===== src/rtl/llr_frame_loader.sv =====
// llr_frame_loader: double-buffered serial-to-parallel LLR frame packer feeding a parallel decoder core.
// Optional LLR_SAT_COUNT_EN adds a per-bank count of saturated samples on out_sat_cnt.
module llr_frame_loader #(
   parameter int W         = 6,
   parameter int FRAME_LEN = 64,
   parameter int CNT_W     = $clog2(FRAME_LEN + 1)
) (
   input  logic                   clk,
   input  logic                   rst,
   input  logic                   in_valid,
   output logic                   in_ready,
   input  logic [W-1:0]           in_llr,
   input  logic                   in_last,
   output logic                   out_valid,
   input  logic                   out_ack,
   output logic [FRAME_LEN*W-1:0] out_llr,
   output logic [CNT_W-1:0]       out_sat_cnt,
   output logic                   len_err
);
   localparam int PTR_W = $clog2(FRAME_LEN);
   localparam logic [PTR_W-1:0] LAST_PTR = PTR_W'(FRAME_LEN - 1);

   typedef enum logic {S_FILL, S_WAIT} state_t;

   state_t                 state_q, state_d;
   logic [PTR_W-1:0]       wr_ptr_q, wr_ptr_d;
   logic                   wr_bank_q, wr_bank_d;
   logic                   rd_bank_q, rd_bank_d;
   logic                   len_err_q, len_err_d;
   logic [1:0]             full_q, full_d;
   logic [FRAME_LEN*W-1:0] data_q [2];
   logic [FRAME_LEN*W-1:0] data_d [2];
   logic                   accept, at_last, ack, other_rel;

   assign in_ready  = (state_q == S_FILL) && !rst;
   assign accept    = in_valid && in_ready;
   assign at_last   = wr_ptr_q == LAST_PTR;
   assign ack       = out_ack && full_q[rd_bank_q];
   assign other_rel = ack && (rd_bank_q != wr_bank_q);
   assign out_valid = full_q[rd_bank_q];
   assign out_llr   = data_q[rd_bank_q];
   assign len_err   = len_err_q;

   always_comb begin
      state_d   = state_q;
      wr_ptr_d  = wr_ptr_q;
      wr_bank_d = wr_bank_q;
      rd_bank_d = rd_bank_q ^ ack;
      full_d    = full_q;
      data_d    = data_q;
      len_err_d = accept && (in_last != at_last);
      if (ack)
         full_d[rd_bank_q] = 1'b0;
      if (accept) begin
         data_d[wr_bank_q][wr_ptr_q*W +: W] = in_llr;
         wr_ptr_d = at_last ? '0 : wr_ptr_q + 1'b1;
      end
      // A completed bank may hand over immediately if its partner is empty or being released now
      if (accept && at_last) begin
         full_d[wr_bank_q] = 1'b1;
         if (!full_q[~wr_bank_q] || other_rel)
            wr_bank_d = ~wr_bank_q;
         else
            state_d = S_WAIT;
      end
      if (state_q == S_WAIT && other_rel) begin
         wr_bank_d = ~wr_bank_q;
         state_d   = S_FILL;
      end
   end

   always_ff @(posedge clk) begin
      if (rst) begin
         state_q   <= S_FILL;
         wr_ptr_q  <= '0;
         wr_bank_q <= 1'b0;
         rd_bank_q <= 1'b0;
         full_q    <= '0;
         len_err_q <= 1'b0;
         data_q[0] <= '0;
         data_q[1] <= '0;
      end else begin
         state_q   <= state_d;
         wr_ptr_q  <= wr_ptr_d;
         wr_bank_q <= wr_bank_d;
         rd_bank_q <= rd_bank_d;
         full_q    <= full_d;
         len_err_q <= len_err_d;
         data_q[0] <= data_d[0];
         data_q[1] <= data_d[1];
      end
   end

`ifdef LLR_SAT_COUNT_EN
   logic [CNT_W-1:0] sat_q [2];
   logic [CNT_W-1:0] sat_d [2];
   logic             is_sat;

   assign is_sat      = (in_llr == {1'b0, {(W-1){1'b1}}}) || (in_llr == {1'b1, {(W-1){1'b0}}});
   assign out_sat_cnt = sat_q[rd_bank_q];

   // The first sample of a frame restarts its bank's count
   always_comb begin
      sat_d = sat_q;
      if (accept)
         sat_d[wr_bank_q] = ((wr_ptr_q == '0) ? '0 : sat_q[wr_bank_q]) + CNT_W'(is_sat);
   end

   always_ff @(posedge clk) begin
      if (rst) begin
         sat_q[0] <= '0;
         sat_q[1] <= '0;
      end else begin
         sat_q[0] <= sat_d[0];
         sat_q[1] <= sat_d[1];
      end
   end
`else
   assign out_sat_cnt = '0;
`endif

endmodule


===== config.mk =====
export PLATFORM = sky130hd
export DESIGN_NAME = llr_frame_loader
export DESIGN_NICKNAME = d
export VERILOG_FILES = /design/src/rtl/llr_frame_loader.sv
export SDC_FILE = /design/constraint.sdc
export NUM_CORES = 2
export LEC_CHECK = 0
export ABC_AREA = 1
export BUFFER_PORTS_ARGS = -buffer_cell sky130_fd_sc_hd__buf_4
export CAP_MARGIN = 25
export CORE_MARGIN = 2
export CORE_UTILIZATION = 60
export CTS_CLUSTER_SIZE = 25
export DETAILED_ROUTE_END_ITERATION = 8
export GPL_TIMING_DRIVEN = 1
export PLACE_DENSITY = 0.81
export SYNTH_ARGS = -nofsm -noshare
export SYNTH_HDL_FRONTEND = slang
export SYNTH_SLANG_ARGS = --single-unit

===== constraint.sdc =====
create_clock -name clk -period 5.1 [get_ports clk]
set_clock_uncertainty 0.2 [all_clocks]
set_input_delay 0 -clock clk [delete_from_list [all_inputs] [get_ports clk]]
set_output_delay 0 -clock clk [all_outputs]
set_load 0.03 [all_outputs]

==> impl_metrics.ini <==
[worst_setup_path]
critical_path.most_common_cell = nand2_1
crit_cells = 20
reg2reg_to = data_q[466]$_SDFFE_PP0P_
startpoint = wr_ptr_q[0]$_SDFFE_PP0P_
worst-path-buf-inv = 3
cp_cell_sequence = inv_1 -> ha_1 -> nor2_4 -> nand2_2 -> nor2_1 -> nand3_2 -> nor2_2 -> nand2_1 -> inv_1 -> ha_1 -> inv_1 -> nand2_1 -> nor2_8 -> nand4_1 -> nand2_1 -> nand3_1 -> nor2_1 -> nand3_1 -> nand2_1 -> nor2_1
startpoint_type = register
crit_fanout = 15
reg2reg_slack_ps = 390
critPathMaxStageDelay_ps = 600
r2r-start = wr_ptr_q[0]$_SDFFE_PP0P_
crit_slowest_cell = dfxtp_1
endpoint_kind = register
required_ps = 5430
path_class = reg -> reg
reg2regPathDepth = 20
crit_arrival_ps = 5040
cp_top_family = simple AND/OR/NAND/NOR gates

[synth]
netlist_area_sq_mm = 0.0390
synthArstFlopShare_pct = 0
syn_area_per_cell_sq_um = 6.11
yosysTopAreaCell = dfxtp_1
ys_types = 45
synthFlopType = dfxtp_1
ys_ff_latch = 780
netlist_top_cells_count = 1937 x nand2_1, 1594 x nor2_1, 780 x dfxtp_1
netlist.area_leader.share_pct = 40.0
synth_cells = 6380
yosys-top-cells-area = dfxtp_1 40%, nand2_1 19%, nor2_1 15%
seq_area_frac_synth_pct = 40.0
synth.most_common_cell = nand2_1
yosysWarnings = 0
synth_edf_count = 0

[clock_network]
clk_pin_slew_ps = 60
htreeDepth = 3
cts_root_buf = clkbuf_16
clk_latency_ps = 640
cts_sinks = 780
cts_tree = built
cts_buffers = 81
cts_buffer_depth = 3

[cells_and_area]
syn2layout_area_growth_pct = 16.1
multiInputGateArea_sq_mm = 0.0202
layout-drive-gt1-share_pct = 10.4
ff_latch_area_sq_mm = 0.0156
n_fill_cell = 5699
layout.nets = 6635

[timing]
report.final.slew_viol_count = 0
rsz0062_at_grt = false
worst_slew_pin_slew_ps = 1030
period_share_pct = 92.4
fmax_mhz = 212
timing.hold.ws_ps = 125
hold_violations = 0
setup_violations = 0
fin_tns_setup_ps = 0
fin_crit_ps = 4710
slew_headroom_pct = 30.9

[worst_hold_path]
hold_path_startpoint = rst
whs_path_depth = 3
hold_end = full_q[0]$_SDFF_PP0_
min_path_type = in -> reg

[pwr]
switching_share_pct = 26.3
internal_power_uw = 9890
pwr-share-seq_pct = 45.5
power.density_mw_per_mm2 = 296
pwr-share-clk_pct = 45.3
p_leak_uw = 0.0208
p_comb_share_pct = 9.2
ir_worst_vdd_mv = 0.242
switchingPower_uw = 3520

[global_routing]
grt_usage_pct = 39.1
grt_pass1_wl_um = 207000
antenna_found_initial = 3
grt_pass1_vias = 37700
grt_start_max_net_pins = 211
grt_overflow_total = 0

[route]
firstDrtPassIters = 7
wl_met3_um = 14400
drc = 0
routed_wirelength_um = 136000
drt_iter0_drc = 4708
wl_per_cell_um = 18.1
antenna_left = 0
wl_met2_um = 59900
via_count = 42100
avgViaCountPerCell = 5.59
met1_length_um = 53000
highest_layer = met5

[die]
die_area_sq_mm = 0.0670
rows = 93
ios = 405
coreArea_sq_mm = 0.0643
die_width_um = 259
start_util_pct = 60.6
fp.dieH_um = 259

[placed_design]
dpl.hpwl_um = 89300
port_buffers = 397
place_congestion = 0.988

[run]
cap_viol_max_count = 0

[run_status]
status = completed
## cells by family after synthesis
logic type                 Yosys count  synth area share (%)
adders and majority gates           10                 0.340
other                                1               0.00962
DFF                                780                  40.0
AOI/OAI and AO/OA                  662                  8.68
xor gates and xnor gates             5                 0.209
buffers and inverters              814                  8.21
and+or+nand+nor                   4108                  42.5
## state kept, by name, summed over array words and instances, names as in the netlist
| register | cells |
|---|---|
| data_q | 768 |
| wr_bank_q | 1 |
| wr_ptr_q | 6 |
| rd_bank_q | 1 |
| len_err | 1 |
| full_q | 2 |
| state_q | 1 |
## worst max path at each step
stage	to	slack, ps
after floorplan	data_q[538]$_SDFFE_PP0P_	1430
after global placement	data_q[410]$_SDFFE_PP0P_	670
after detailed placement	data_q[466]$_SDFFE_PP0P_	580
after CTS	data_q[600]$_SDFFE_PP0P_	530
after global routing	data_q[595]$_SDFFE_PP0P_	20
final	data_q[466]$_SDFFE_PP0P_	390
## worst register-to-register path, cell delays in order, from the launching register on
cell and delay [ps]:
dfxtp_1 600, inv_1 300, ha_1 550, nor2_4 100, nand2_2 140, nor2_1 70, nand3_2 130, nor2_2 60
nand2_1 80, inv_1 50, ha_1 180, inv_1 140, nand2_1 150, nor2_8 180, nand4_1 100, nand2_1 580
nand3_1 390, nor2_1 310, nand3_1 120, nand2_1 120, nor2_1 50
## power groups by stage
stage                     Combinational [uW]  Sequential, uW  Clock [uW]
after floorplan                          731            6240           0
after global placement                  1150            6240           0
after detailed placement                1160            6240           0
after CTS                               1170            6100        6080
after global routing                    1270            6100        6330
final                                   1240            6100        6070
## placed cells by master, fill, tap and decap left out, types with 5 or more instances in the layout
| master | Yosys | routed |
|---|---|---|
| a211oi_1 | 6 | 6 |
| a21oi_1 | 161 | 161 |
| buf_12 | 0 | 14 |
| buf_4 | 17 | 453 |
| bufinv_16 | 0 | 5 |
| clkbuf_1 | 193 | 16 |
| clkbuf_16 | 0 | 85 |
| clkbuf_8 | 0 | 19 |
| clkinv_1 | 8 | 8 |
| clkinv_2 | 0 | 8 |
| conb_1 | 1 | 7 |
| dfxtp_1 | 780 | 779 |
| dlygate4sd3_1 | 0 | 15 |
| ha_1 | 9 | 9 |
| inv_1 | 449 | 447 |
| inv_2 | 19 | 16 |
| nand2_1 | 1937 | 1937 |
| nand2_2 | 14 | 14 |
| nand3_1 | 292 | 292 |
| nand4_1 | 113 | 113 |
| nor2_1 | 1594 | 1591 |
| nor2_2 | 22 | 21 |
| nor2_4 | 6 | 10 |
| nor3_1 | 88 | 88 |
| nor3_2 | 20 | 20 |
| nor4_1 | 8 | 8 |
| o21ai_0 | 472 | 472 |
| o21ai_1 | 6 | 6 |
## repair_timing
action / 4_1_cts / 5_1_grt
setup buffers: 0 / 0
resized for setup: 0 / 0
hold buffers: 15 / 0
endpoints found under the hold margin: 35 / 0
## metrics by stage
step | instance area (sq um) | util, % | total power (uW) | setup WS, ps | cells
final | 45300 | 70.3 | 13400 | 387 | 7527
after detailed placement | 42400 | 65.9 | 7390 | 583 | 7370
after floorplan | 39000 | - | 6970 | 1430 | 6386
after CTS | 45200 | 70.3 | 13400 | 532 | 7524
after global routing | 45300 | 70.3 | 13700 | 18.2 | 7525
after global placement | 42400 | 65.9 | 7390 | 669 | 7370
## layer usage
metal  vias up  track usage, %
met5         -               0
met4         4            24.0
met3       483            8.45
met2      2226            60.2
met1     19000            50.1
li1      20400               -
## final cells by class
class,instances,area share (%)
Timing Repair Buffer,483,8.50
Sequential cell,780,34.5
Multi-Input combinational cell,4792,44.7
Antenna cell,2,0.0111
Inverter,476,4.00
Clock buffer,120,5.41
Clock inverter,19,0.531
Tap cell,855,2.36
Power figures use the tool's default switching activity.
